### config.mk
export PLATFORM = sky130hd
export DESIGN_NAME = link_selftest
export DESIGN_NICKNAME = d
export VERILOG_FILES = /design/src/rtl/link_selftest_pkg.sv /design/src/rtl/link_pattern_gen.sv /design/src/rtl/link_selftest.sv
export SDC_FILE = /design/constraint.sdc
export NUM_CORES = 1
export LEC_CHECK = 0
export CAP_MARGIN = 20
export CORE_ASPECT_RATIO = 0.8
export CORE_MARGIN = 5
export CORE_UTILIZATION = 25
export DETAILED_ROUTE_END_ITERATION = 12
export GPL_TIMING_DRIVEN = 0
export PLACE_DENSITY = 0.45
export SYNTH_ARGS = -nofsm -noshare
export SYNTH_HDL_FRONTEND = slang
export SYNTH_HIERARCHICAL = 1
export SYNTH_SLANG_ARGS = --single-unit
export TNS_END_PERCENT = 5
### constraint.sdc
create_clock -name clk -period 3.4 [get_ports clk]
set_input_delay 0.51 -clock clk [delete_from_list [all_inputs] [get_ports clk]]
set_output_delay 0.51 -clock clk [all_outputs]
set_load 0.05 [all_outputs]
### src/rtl/link_selftest_pkg.sv
// Shared types and constants for the parallel-link self-test harness.
package link_selftest_pkg;

    localparam int unsigned CNT_W        = 16;
    localparam int unsigned PATTERN_INCR = 0;
    localparam int unsigned PATTERN_LFSR = 1;

    // Fibonacci taps for x^32 + x^22 + x^2 + x + 1 (bits 31, 21, 1, 0)
    localparam logic [31:0] LFSR_TAPS = 32'h8020_0003;

    typedef enum logic [2:0] {
        TxIdle,
        TxWaitRdy,
        TxSetup,
        TxReq,
        TxRelease,
        TxDone
    } tx_state_t;

    typedef enum logic [1:0] {
        RxIdle,
        RxWait,
        RxAck,
        RxDone
    } rx_state_t;

    function automatic logic [31:0] lfsr_next(input logic [31:0] s);
        return {s[30:0], ^(s & LFSR_TAPS)};
    endfunction

endpackage

### src/rtl/link_pattern_gen.sv
// Test pattern source: incrementing counter or 32-bit LFSR, replicated to DATA_W.
module link_pattern_gen
    import link_selftest_pkg::*;
#(
    parameter int unsigned DATA_W  = 32,
    parameter int unsigned PATTERN = PATTERN_INCR
) (
    input  logic              clk,
    input  logic              rst,
    input  logic              load,
    input  logic [DATA_W-1:0] seed,
    input  logic              advance,
    output logic [DATA_W-1:0] value
);

    if (PATTERN == PATTERN_LFSR) begin : g_lfsr
        logic [31:0] lfsr_q;
        logic [31:0] seed32;

        if (DATA_W >= 32) begin : g_wide
            assign seed32 = seed[31:0];
            if (DATA_W > 32) begin : g_extra
                logic unused_seed;
                assign unused_seed = ^seed[DATA_W-1:32];
            end
        end else begin : g_narrow
            logic unused_lfsr;
            assign seed32      = 32'(seed);
            assign unused_lfsr = ^lfsr_q[31:DATA_W];
        end

        // LFSR state; an all-zero seed would lock up, so it is replaced by 1
        always_ff @(posedge clk) begin
            if (!rst) begin
                lfsr_q <= '0;
            end else if (load) begin
                lfsr_q <= (seed32 == 32'd0) ? 32'd1 : seed32;
            end else if (advance) begin
                lfsr_q <= lfsr_next(lfsr_q);
            end
        end

        for (genvar i = 0; i < DATA_W; i++) begin : g_rep
            assign value[i] = lfsr_q[i % 32];
        end
    end else begin : g_incr
        logic [DATA_W-1:0] cnt_q;

        // Incrementing pattern, wraps modulo 2^DATA_W
        always_ff @(posedge clk) begin
            if (!rst) begin
                cnt_q <= '0;
            end else if (load) begin
                cnt_q <= seed;
            end else if (advance) begin
                cnt_q <= cnt_q + DATA_W'(1);
            end
        end

        assign value = cnt_q;
    end

endmodule

### src/rtl/link_selftest.sv
// Parallel-link self-test: pattern TX and checking RX over 4-phase req/ack/rdy.
// Optional watchdog enabled by defining LINK_SELFTEST_TIMEOUT_EN.
module link_selftest
    import link_selftest_pkg::*;
#(
    parameter int unsigned DATA_W         = 32,
    parameter int unsigned WORD_COUNT     = 100,
    parameter int unsigned PATTERN        = PATTERN_INCR,
    parameter logic [63:0] SEED           = 64'd1,
    parameter int unsigned TIMEOUT_CYCLES = 1024
) (
    input  logic              clk,
    input  logic              rst,
    input  logic              en,
    output logic [DATA_W-1:0] data_out,
    output logic              req_out,
    input  logic              rdy_in,
    input  logic              ack_in,
    input  logic [DATA_W-1:0] data_in,
    input  logic              req_in,
    output logic              ack_out,
    output logic              rdy_out,
    output logic [CNT_W-1:0]  tx_count,
    output logic [CNT_W-1:0]  rx_count,
    output logic [CNT_W-1:0]  err_count,
    output logic [CNT_W-1:0]  first_err_idx,
    output logic              done,
    output logic              pass,
    output logic              timeout,
    output logic              led
);

    localparam logic [CNT_W-1:0] LastCount = CNT_W'(WORD_COUNT);

    logic rdy_meta_q, rdy_sync_q, ack_meta_q, ack_sync_q, req_meta_q, req_sync_q;
    logic en_prev_q, start, wd_hit, tx_adv, rx_adv;
    tx_state_t tx_state_q, tx_state_d;
    rx_state_t rx_state_q, rx_state_d;
    logic [DATA_W-1:0] data_q, data_d, tx_pat, rx_exp;
    logic req_q, req_d, ack_q, ack_d, rdy_q, rdy_d;
    logic [CNT_W-1:0] tx_count_q, tx_count_d, rx_count_q, rx_count_d;
    logic [CNT_W-1:0] err_q, err_d, first_idx_q, first_idx_d;
    logic done_q, done_d, pass_q, pass_d, timeout_q, timeout_d, both_done;

    assign start = (tx_state_q inside {TxIdle, TxDone}) && (rx_state_q inside {RxIdle, RxDone})
                   && en && !en_prev_q;
    assign both_done = (tx_state_q == TxDone) && (rx_state_q == RxDone);

    link_pattern_gen #(.DATA_W(DATA_W), .PATTERN(PATTERN)) u_tx_gen (
        .clk(clk), .rst(rst), .load(start), .seed(SEED[DATA_W-1:0]), .advance(tx_adv),
        .value(tx_pat)
    );

    link_pattern_gen #(.DATA_W(DATA_W), .PATTERN(PATTERN)) u_rx_gen (
        .clk(clk), .rst(rst), .load(start), .seed(SEED[DATA_W-1:0]), .advance(rx_adv),
        .value(rx_exp)
    );

    // Two-flop synchronisers for the far-end handshake lines
    always_ff @(posedge clk) begin
        if (!rst) begin
            {rdy_meta_q, rdy_sync_q, ack_meta_q, ack_sync_q, req_meta_q, req_sync_q} <= '0;
        end else begin
            rdy_meta_q <= rdy_in;
            rdy_sync_q <= rdy_meta_q;
            ack_meta_q <= ack_in;
            ack_sync_q <= ack_meta_q;
            req_meta_q <= req_in;
            req_sync_q <= req_meta_q;
        end
    end

`ifdef LINK_SELFTEST_TIMEOUT_EN
    logic [31:0] tx_wd_q, rx_wd_q;
    logic tx_waiting, rx_waiting;
    assign tx_waiting = tx_state_q inside {TxWaitRdy, TxReq, TxRelease};
    assign rx_waiting = rx_state_q inside {RxWait, RxAck};
    assign wd_hit = (tx_waiting && (tx_wd_q == TIMEOUT_CYCLES - 1))
                    || (rx_waiting && (rx_wd_q == TIMEOUT_CYCLES - 1));

    // Per-FSM watchdogs, restarted on every state change
    always_ff @(posedge clk) begin
        if (!rst) begin
            tx_wd_q <= '0;
            rx_wd_q <= '0;
        end else begin
            tx_wd_q <= (tx_state_d != tx_state_q || !tx_waiting) ? '0 : tx_wd_q + 32'd1;
            rx_wd_q <= (rx_state_d != rx_state_q || !rx_waiting) ? '0 : rx_wd_q + 32'd1;
        end
    end
`else
    logic [31:0] unused_timeout;
    assign unused_timeout = TIMEOUT_CYCLES;
    assign wd_hit         = 1'b0;
`endif

    // State and datapath registers
    always_ff @(posedge clk) begin
        if (!rst) begin
            en_prev_q   <= 1'b0;
            tx_state_q  <= TxIdle;
            rx_state_q  <= RxIdle;
            data_q      <= '0;
            req_q       <= 1'b0;
            ack_q       <= 1'b0;
            rdy_q       <= 1'b0;
            tx_count_q  <= '0;
            rx_count_q  <= '0;
            err_q       <= '0;
            first_idx_q <= '0;
            done_q      <= 1'b0;
            pass_q      <= 1'b0;
            timeout_q   <= 1'b0;
        end else begin
            en_prev_q   <= en;
            tx_state_q  <= tx_state_d;
            rx_state_q  <= rx_state_d;
            data_q      <= data_d;
            req_q       <= req_d;
            ack_q       <= ack_d;
            rdy_q       <= rdy_d;
            tx_count_q  <= tx_count_d;
            rx_count_q  <= rx_count_d;
            err_q       <= err_d;
            first_idx_q <= first_idx_d;
            done_q      <= done_d;
            pass_q      <= pass_d;
            timeout_q   <= timeout_d;
        end
    end

    // TX handshake: present data, raise req, wait ack, drop req, wait ack release
    always_comb begin
        tx_state_d = tx_state_q;
        data_d     = data_q;
        req_d      = req_q;
        tx_count_d = tx_count_q;
        tx_adv     = 1'b0;
        if (start) begin
            tx_state_d = TxWaitRdy;
            req_d      = 1'b0;
            tx_count_d = '0;
        end else begin
            unique case (tx_state_q)
                TxWaitRdy: if (rdy_sync_q) begin
                    data_d     = tx_pat;
                    tx_state_d = TxSetup;
                end
                TxSetup: begin
                    req_d      = 1'b1;
                    tx_state_d = TxReq;
                end
                TxReq: if (ack_sync_q) begin
                    req_d      = 1'b0;
                    tx_count_d = tx_count_q + 1'b1;
                    tx_adv     = 1'b1;
                    tx_state_d = TxRelease;
                end
                TxRelease: if (!ack_sync_q) begin
                    tx_state_d = (tx_count_q == LastCount) ? TxDone : TxWaitRdy;
                end
                default: ;
            endcase
        end
        if (wd_hit) begin
            tx_state_d = TxDone;
            req_d      = 1'b0;
        end
    end

    // RX handshake and on-the-fly compare against the expected pattern
    always_comb begin
        rx_state_d  = rx_state_q;
        ack_d       = ack_q;
        rdy_d       = rdy_q;
        rx_count_d  = rx_count_q;
        err_d       = err_q;
        first_idx_d = first_idx_q;
        rx_adv      = 1'b0;
        if (start) begin
            rx_state_d  = RxWait;
            rdy_d       = 1'b1;
            ack_d       = 1'b0;
            rx_count_d  = '0;
            err_d       = '0;
            first_idx_d = '0;
        end else begin
            unique case (rx_state_q)
                RxWait: if (req_sync_q) begin
                    ack_d      = 1'b1;
                    rdy_d      = 1'b0;
                    rx_state_d = RxAck;
                    if (data_in != rx_exp) begin
                        if (err_q != '1) err_d = err_q + 1'b1;
                        if (err_q == '0) first_idx_d = rx_count_q;
                    end
                end
                RxAck: if (!req_sync_q) begin
                    ack_d      = 1'b0;
                    rx_count_d = rx_count_q + 1'b1;
                    rx_adv     = 1'b1;
                    if (rx_count_d == LastCount) begin
                        rx_state_d = RxDone;
                    end else begin
                        rx_state_d = RxWait;
                        rdy_d      = 1'b1;
                    end
                end
                default: ;
            endcase
        end
        if (wd_hit) begin
            rx_state_d = RxDone;
            ack_d      = 1'b0;
            rdy_d      = 1'b0;
        end
    end

    // Run status, registered one cycle after both FSMs finish
    always_comb begin
        done_d    = !start && both_done;
        pass_d    = done_d && (err_q == '0) && !timeout_q;
        timeout_d = !start && (timeout_q || wd_hit);
    end

    assign data_out      = data_q;
    assign req_out       = req_q;
    assign ack_out       = ack_q;
    assign rdy_out       = rdy_q;
    assign tx_count      = tx_count_q;
    assign rx_count      = rx_count_q;
    assign err_count     = err_q;
    assign first_err_idx = first_idx_q;
    assign done          = done_q;
    assign pass          = pass_q;
    assign timeout       = timeout_q;
    assign led           = pass_q;

endmodule

After elaboration in Yosys (flattened, before gate mapping)
Cells that the tools add are included.
Widths: inputs -> output; s select.
{"block": "word_totals", "register_bits": 178, "inputBits": 38, "elab_cells": 123}
{"block": "classes", "add_sub_neg": 5, "eq_ne": 23, "n_mux": 31, "n_bitwise": 3, "n_reduce_logical": 35}
{"op": "$add 32x1->32 const B", "count": 2}
{"op": "$add 16x1->16 const B", "count": 3}
{"op": "$eq 16x7->1 const B", "count": 2}
{"op": "$ne 32x32->1", "count": 1}
{"op": "$reduce_and 4->1", "count": 5}
{"op": "$mux 1", "count": 19}
{"op": "$ne 3x3->1 const B", "count": 6}
{"op": "$logic_not 16->1", "count": 1}
{"op": "$ne 16x16->1 const B", "count": 1}
{"op": "$mux 3", "count": 4}
{"op": "$pmux 3 s4", "count": 1}
{"op": "$reduce_bool 2->1", "count": 6}
{"op": "$ne 2x2->1 const B", "count": 5}
{"op": "$reduce_and 3->1", "count": 3}
{"op": "$logic_and 1x1->1", "count": 8}
{"op": "$eq 3x2->1 const B", "count": 2}
{"op": "$eq 3x3->1 const B", "count": 2}
{"op": "$mux 2", "count": 3}
{"op": "$pmux 1 s2", "count": 3}
{"op": "$reduce_and 2->1", "count": 3}
{"op": "$reduce_bool 5->1", "count": 1}
{"op": "$eq 2x2->1 const B", "count": 2}
{"op": "$pmux 2 s2", "count": 1}
{"op": "$reduce_bool 4->1", "count": 1}
{"op": "8 further kinds", "count": 12}

Logic depth before layout (Yosys ltp)
Gate-level depths: netlist (run 1).
{"block": "logic_depth", "word_depth": 9, "ltp_mapped": 11, "ltp_nobuf": 10}

Cells and area by module
The synthesis (run 1) kept the hierarchy.
{"module": "link_selftest", "instances": 1, "cells_per_inst": 646, "area_each_um2": 5302.6, "seq_area_each_um2": 2282.2}
{"module": "link_pattern_gen", "instances": 2, "cells_per_inst": 236, "area_each_um2": 1860.5, "seq_area_each_um2": 640.6}

Worst setup path after synthesis (run 1)
No wires, ideal clock.
{"block": "synth_path", "kind": "reg-to-reg", "startpoint": "reg rx_state_q[0]", "endpoint": "reg u_rx_gen.g_incr.cnt_q[17], in the netlist u_rx_gen/value[17]", "setup_time_ns": 0.074, "arrival_ns": 2.701, "required_time_ns": 3.326, "slack_ns": 0.625, "path_stages_with_launch": 12, "path_buffers": 1, "path_cell_list": "dfxtp_1 > inv_1 > ha_1 > nor4bb_1 > nand2_1 > inv_1 > nor2_1 > nand3_2 > or4_1 > buf_2 > or4_1 > a31oi_1"}
{"block": "synth_via", "elab_chain_len": 6}
{"item": "start: declaration", "line": "link_selftest.sv:38", "rtl": "rx_state_t rx_state_q, rx_state_d;"}
{"item": "start signal: assignment", "line": "link_selftest.sv:102", "rtl": "rx_state_q <= RxIdle;"}
{"item": "start signal: assignment", "line": "link_selftest.sv:117", "rtl": "rx_state_q <= rx_state_d;"}
{"item": "$eq 2x2->1 or $logic_not 2->1 (tied branches)", "line": "link_selftest.sv:45", "rtl": "assign start = (tx_state_q inside {TxIdle, TxDone}) && (rx_state_q inside {RxIdle, RxDone})"}
{"item": "$reduce_bool 2->1 *", "line": "link_selftest.sv:45"}
{"item": "$logic_and 1x1->1 *", "line": "link_selftest.sv:45"}
{"item": "$logic_and 1x1->1 * (2 in series)", "line": "link_selftest.sv:46", "rtl": "&& en && !en_prev_q;"}
{"item": "named net start", "line": "link_selftest.sv:36", "rtl": "logic en_prev_q, start, wd_hit, tx_adv, rx_adv;"}
{"item": "$mux 1 *", "line": "link_selftest.sv:180", "rtl": "if (start) begin"}
{"item": "named net rx_adv", "line": "link_selftest.sv:36"}
{"item": "end signal: assignment", "line": "link_pattern_gen.sv:56", "rtl": "cnt_q <= cnt_q + DATA_W'(1);"}
{"item": "end: declaration", "line": "link_pattern_gen.sv:47", "rtl": "logic [DATA_W-1:0] cnt_q;"}
The timed path passes the listed nets; every way through them passes the cells marked *.
A chain may end at the register's enable or synchronous reset.

Worst setup path after layout (run 1)
Ends and elaborated chain as after synthesis.

==> results by group, run 1 <==
Worst hold path
  • Hold WC Path Type: reg -> reg

Logic synthesis
  • Average size of a mapped cell: 8.07 sq um
  • Top_reg_cell synth: dfxtp_1
  • Synth unique cells: 58
  • Post-Syn Area: 9020 sq um
  • Top post-synthesis cells by area: dfxtp_1 (39%), xor2_1 (6.2%), nand2_1 (5.6%)
  • FFs w/ async S/R, synth: 0
  • Yosys top cell by area: dfxtp_1
  • Post-synth EDFFs: 0
  • Ys Warns: 6
  • Post-synthesis sequential area ratio: 0.395
  • Syn Inst Count: 1,118
  • Post-synth top area share: 0.395
  • Seq cells post-synth: 178

Timing
  • Post-route minimum period: 3.19 ns
  • Fmax: 0.313 GHz
  • Hold Vio Cnt, Final: 0
  • Clk_skew: 0.0183 ns
  • Final Max Slew Viols: 0
  • Final setup violation count: 0
  • RSZ-0062 raised after global routing: yes
  • Final Cycle Share: 0.939
  • Slew @ Worst Pin: 0.944 ns
  • Rel. slew slack: 0.370

Layout
  • Nets@finish: 1,390
  • Layout cells sized above 1: 0.0451
  • Syn-to-layout area delta: 32.1%
  • Layout Utilization: 0.333
  • Ant. Diodes: 0
  • Fillers: 3,800
  • Fin area: 11,900 sq um

Power
  • Pleak: 4.07 nW
  • Max VDD drop: 0.000318 V
  • PD cells: 427 nW/um^2

Clock network
  • CTS tree: built
  • Worst skew pair latency: 0.44 ns
  • Clock slew at reported path FFs: 0.08 ns
  • Root Driver: clkbuf_16
  • Post-CTS setup buffer count: 0
  • CTS max path bufs: 2
  • CTS sink count: 178
  • CTS H-tree depth: 4
  • Num CTS Buffers: 17
  • CTS Hold Buffers Added: 0

Drt
  • DRC errors left: 0
  • WL final: 30.6 mm
  • Total number of vias: 8,835
  • Vias per std cell: 4.82
  • Routed Antenna Nets: 0
  • DR iter-0 viols: 714
  • First-pass iteration count of the detailed router: 5
  • Wire per inst: 16.7 microns

Place
  • GPL Wtd Cong: 0.827
  • Post-DP HPWL: 22.7 mm
  • Post-DP Area: 11,300 sq um
  • Port bufs: 140

Floorplan
  • I/O pins: 141
  • Starting Density: 0.252
  • Core ar.: 35,800 sq um
  • DIE HEIGHT: 180 microns
  • Die area: 40,000 sq um
  • # rows: 62
  • Die Width: 222 microns

Setup path
  • CP Max Fanout: 14
  • Worst path arrival time: 3.57 ns
  • Worst setup SP type: register
  • Worst Setup End Kind: register
  • Crit path kind: reg -> reg
  • Critical path required time: 3.78 ns

Global route
  • Grt ovf: 0
  • GR Util All Layers: 0.149
  • Number of global-route vias before repair: 8,187
  • Wire length of the first global-routing pass: 48.4 mm
  • Initial antenna violation count: 0
  • Largest net degree at the start of global routing: 22

Status
  • Outcome: completed

Job
  • Max Cap Viol: 0
-- Yosys cell counts (all sizes together), types with 12 or more instances --
| cell type | number |
|---|---|
| dfxtp | 178 |
| nand4 | 52 |
| and3 | 21 |
| nand3 | 59 |
| or4 | 28 |
| a31oi | 17 |
| or3 | 14 |
| nor3 | 34 |
| xor2 | 64 |
| xnor2 | 21 |
| nand2 | 134 |
| and2 | 12 |
| o21ai | 66 |
| o31ai | 16 |
| clkbuf | 59 |
| inv | 20 |
| nor4 | 31 |
| a211oi | 14 |
| a21oi | 67 |
| nor2 | 79 |
| buf | 18 |
-- final timing paths --
kind | start | to | slack, ns | depth (start not counted)
hold / removal | req_meta_q$_SDFF_PN0_ | req_sync_q$_SDFF_PN0_ | 0.43 | 1
hold reg to reg | req_meta_q$_SDFF_PN0_ | req_sync_q$_SDFF_PN0_ | 0.43 | 1
setup reg to reg | rx_state_q[0]$_SDFFE_PN0P_ | u_rx_gen/value[17]$_SDFFE_PN0P_ | 0.21 | 11
setup / recovery | rx_state_q[0]$_SDFFE_PN0P_ | u_rx_gen/value[17]$_SDFFE_PN0P_ | 0.21 | 11
-- flip-flops by register name, summed over array words and instances (netlist names), 2 cells and up --
| signal | cells |
|---|---|
| data_out | 32 |
| err_count | 16 |
| first_err_idx | 16 |
| rx_count | 16 |
| rx_state_q | 2 |
| tx_count | 16 |
| tx_state_q | 3 |
| u_rx_gen/value | 32 |
| u_tx_gen/value | 32 |
-- per-layer routing --
layer  wire [microns]  track usage  vias to the layer above
met1            15800        0.224                     4201
li1                 -            -                     4449
met3             1140       0.0280                       11
met5                0            0                        -
met4              247       0.0304                        0
met2            13400        0.221                      174
-- report_power, final --
| group | internal [W] | switching (W) |
|---|---|---|
| Combinational | 0.000220 | 0.000324 |
| Sequential | 0.00219 | 0.000165 |
| Clock | 0.00127 | 0.000923 |
-- per-stage QoR --
stage	hold slack, ns	TNS (ns)	power [W]	cells	setup WS (ns)
finish	0.434	0	0.00508	1833	0.207
global route	0.446	-0.0287	0.00532	1833	-0.0148
CTS	0.438	0	0.00516	1833	0.0705
detailed placement	0.421	-5.55	0.00295	1802	-0.301
global placement	0.417	-4.50	0.00294	1800	-0.293
floorplan	0.412	0	0.00270	1180	0.625
-- cell usage in the layout (no fill, tap or decap), types with 20 or more instances in the layout --
cell type,n
dfxtp_1,178
clkdlybuf4s50_1,139
nand2_1,134
nor2_1,78
a21oi_1,67
o21ai_0,66
xor2_1,64
conb_1,64
clkbuf_1,59
nand3_1,57
nand4_1,49
nor3_1,34
nor4_1,31
or4_1,28
xnor2_1,21
and3_1,21
inv_1,20
-- logic make-up after synthesis --
group	share of synthesized area
simple gates	0.297
fa+ha+maj	0.0153
compound gates	0.154
mux	0.0111
other cells	0.000832
xor+xnor	0.0825
buf+inv	0.0444
flops	0.395
-- worst max-delay path: stages, from the launching register on --
cell      delay [ns]
dfxtp_1         0.40
inv_1           0.06
ha_1            0.29
nor4bb_1        0.14
nand2_1         0.17
inv_1           0.26
nor2_4          0.27
nand3_2         0.19
or4_1           0.57
buf_2           0.19
or4_1           0.42
a31oi_1         0.17
-- cell type report --
cell class,count,area [sq um],share of cell area
tap,480,601,0.0504
buffer,77,322,0.0270
timing repair buffer,142,1410,0.119
inverter,21,78.8,0.00661
sequential,178,3560,0.299
multi-input combinational,904,5300,0.445
clock buffer,18,439,0.0369
clock inverter,13,199,0.0167
-- repair_timing --
item,CTS,global route
gates resized for setup,1,2
hold endpoints to repair,0,0
setup endpoints to repair,2,6
pin swaps,0,0
No activity file was read; power rests on OpenSTA's default activity.
==> inputs of run 2 (changes only) <==
Settings changed: CORE_UTILIZATION 25 to 54, PLACE_DENSITY 0.45 to 0.82, SLEW_MARGIN set to 20.
==> run 2 against run 1 <==
Maximum frequency is 1.0% higher. First-iteration DRC count rose by 47%. Register-to-register slack better by 0.03 ns. Routed wire length fell by 14%. Cell area shrank 3.1%. Non-clock buffer count down 2. Clock skew decreased by 0.0066 ns. Clock power down 7%. Count of clock-buffer cells in the layout is 1 lower. Critical endpoint is now u_rx_gen/value[19]$_SDFFE_PN0P_.
==> results by group, run 2 (synthesized netlist as in run 1, its figures left out) <==
Worst hold path
  • Hold path start: ack_meta_q$_SDFF_PN0_
  • Hold WC Path Type: reg -> reg
  • Hold Path Depth: 1 (unchanged)

Drt
  • First-pass iteration count of the detailed router: 6 (+1)
  • Wire per inst: 16.8 microns (+0.80%)
  • Routed Antenna Nets: 0 (unchanged)
  • Total number of vias: 9,211 (+4.3%)
  • WL final: 26.5 mm (-14%)
  • DRC errors left: 0 (unchanged)
  • Vias per std cell: 5.86 (+22%)
  • DR iter-0 viols: 1,049 (+47%)

Power
  • Pleak: 4.04 nW (-0.66%)
  • PD cells: 426 nW/um^2 (-0.19%)
  • Max VDD drop: 0.000390 V (+23%)
  • Total power: 0.00492 W (-3.3%)

Floorplan
  • Die Width: 155 microns (-31%)
  • I/O pins: 141 (unchanged)
  • # rows: 42 (-32%)
  • Die area: 19,400 sq um (-51%)
  • DIE HEIGHT: 126 microns (-30%)
  • Starting Density: 0.547 (+0.295)
  • Core ar.: 16,500 sq um (-54%)

Clock network
  • CTS tree: built
  • CTS max path bufs: 2 (unchanged)
  • CTS sink count: 178 (unchanged)
  • Post-CTS setup buffer count: 0 (unchanged)
  • Clock slew at reported path FFs: 0.08 ns (about the same)
  • CTS H-tree depth: 4 (unchanged)
  • Root Driver: clkbuf_16
  • Worst skew pair latency: 0.44 ns (about the same)
  • Num CTS Buffers: 17 (unchanged)
  • CTS Hold Buffers Added: 0 (unchanged)
  • Post_cts resized: 0 (-1)

Setup path
  • R2r startpoint: rx_state_q[0]$_SDFFE_PN0P_
  • Slowest-stage cell, CP: or4_1
  • Worst Setup End Kind: register
  • Crit path cell chain: inv_1 -> ha_1 -> nor4bb_1 -> nand2_1 -> inv_1 -> nor2_2 -> nand3_2 -> or4_1 -> buf_2 -> or4_1 -> a31oi_1
  • Worst path arrival time: 3.54 ns (-0.03 ns)
  • CP peak stage delay: 0.55 ns (-0.02 ns)
  • Delay-heaviest family, CP: simple AND/OR/NAND/NOR gates
  • CP Max Fanout: 14 (unchanged)
  • Critical path required time: 3.78 ns (about the same)
  • Worst setup SP type: register
  • Crit path kind: reg -> reg
  • Worst r2r path cells: 11 (unchanged)
  • Worst path depth: 11 (unchanged)
  • Worst Path Buf+Inv: 3 (unchanged)
  • Worst setup path startpoint: rx_state_q[0]$_SDFFE_PN0P_

Timing
  • Final Max Slew Viols: 0 (unchanged)
  • Post-route minimum period: 3.16 ns (-0.0322 ns)
  • Fmax: 0.316 GHz (+1.0%)
  • RSZ-0062 raised after global routing: no
  • Slew @ Worst Pin: 1.10 ns (+0.157 ns)
  • Hold Vio Cnt, Final: 0 (unchanged)
  • Clk_skew: 0.0117 ns (-0.00660 ns)
  • Rel. slew slack: 0.259 (-0.110)
  • Final Cycle Share: 0.930 (-0.00946)
  • Hold_ws: 0.437 ns (+0.00282 ns)
  • Final setup violation count: 0 (unchanged)

Layout
  • Layout cells sized above 1: 0.0451 (about the same)
  • Fillers: 1,356 (-64%)
  • Nets@finish: 1,388 (-0.14%)
  • Most common cell after layout, fill and taps aside: dfxtp_1
  • Most frequent cells in the layout: dfxtp_1 (178), clkdlybuf4s50_1 (140), nand2_1 (134)
  • Ant. Diodes: 0 (unchanged)
  • Syn-to-layout area delta: 28.0%

Global route
  • M1 GR Usage: 0.374 (+0.151)
  • Global-route met3 utilization: 0.0597 (+0.0316)
  • GR Util All Layers: 0.266 (+0.118)
  • Wire length of the first global-routing pass: 43.0 mm (-11%)
  • Number of global-route vias before repair: 8,477 (+3.5%)
  • Grt ovf: 0 (unchanged)
  • Largest net degree at the start of global routing: 22 (unchanged)
  • Gr busiest metal: met2
  • Initial antenna violation count: 0 (unchanged)
  • Met2 usage: 0.414 (+0.193)

Place
  • Port bufs: 140 (unchanged)
  • Post-DP HPWL: 19.0 mm (-16%)
  • GPL Wtd Cong: 0.906 (+9.5%)

Job
  • Max Cap Viol: 0 (unchanged)

Status
  • Outcome: completed
==> run 2: final cells by class <==
| type | count | area, sq um | area share |
|---|---|---|---|
| inverters | 21 | 78.8 | 0.00683 |
| repair buffers | 140 | 1400 | 0.121 |
| clock inverters | 15 | 181 | 0.0157 |
| multi-input cells | 904 | 5300 | 0.459 |
| clock buffers | 17 | 425 | 0.0368 |
| flip-flops and latches | 178 | 3560 | 0.309 |
| plain buffers | 77 | 322 | 0.0278 |
| well taps | 220 | 275 | 0.0238 |
==> run 2: through the flow <==
stage / cell area, sq um / setup slack, ns / TNS [ns] / std cells / util
floorplan: 9260 / 0.625 / 0 / 1180 / -
global route: 11500 / 0.0266 / 0 / 1572 / 0.700
global placement: 10900 / -0.0695 / -0.152 / 1540 / 0.663
CTS: 11500 / 0.154 / 0 / 1572 / 0.699
detailed placement: 10900 / -0.0698 / -0.158 / 1540 / 0.663
finish: 11500 / 0.239 / 0 / 1572 / 0.700
==> run 2: routing by layer <==
| layer | routed length, microns | vias up |
|---|---|---|
| met4 | 438 | 0 |
| met5 | 0 | - |
| met1 | 12000 | 4294 |
| met2 | 12000 | 428 |
| met3 | 2110 | 37 |
| li1 | - | 4452 |
==> run 2: path summary, 6_finish.rpt <==
path	endpoint	slack [ns]
min	ack_sync_q$_SDFF_PN0_	0.44
min reg2reg	ack_sync_q$_SDFF_PN0_	0.44
max reg2reg	u_rx_gen/value[19]$_SDFFE_PN0P_	0.24
max	u_rx_gen/value[19]$_SDFFE_PN0P_	0.24
==> run 2: power breakdown <==
part | switching (W) | total, W | internal (W)
Sequential | 0.000157 | 0.00234 | 0.00219
Combinational | 0.000325 | 0.000545 | 0.000220
Clock | 0.000969 | 0.00203 | 0.00106
==> run 2: worst reg2reg max path, stage by stage (launching register included) <==
cell and delay, ns:
dfxtp_1 0.40, inv_1 0.07, ha_1 0.28, nor4bb_1 0.14, nand2_1 0.16, inv_1 0.24, nor2_2 0.32, nand3_2 0.18
or4_1 0.55, buf_2 0.19, or4_1 0.41, a31oi_1 0.16
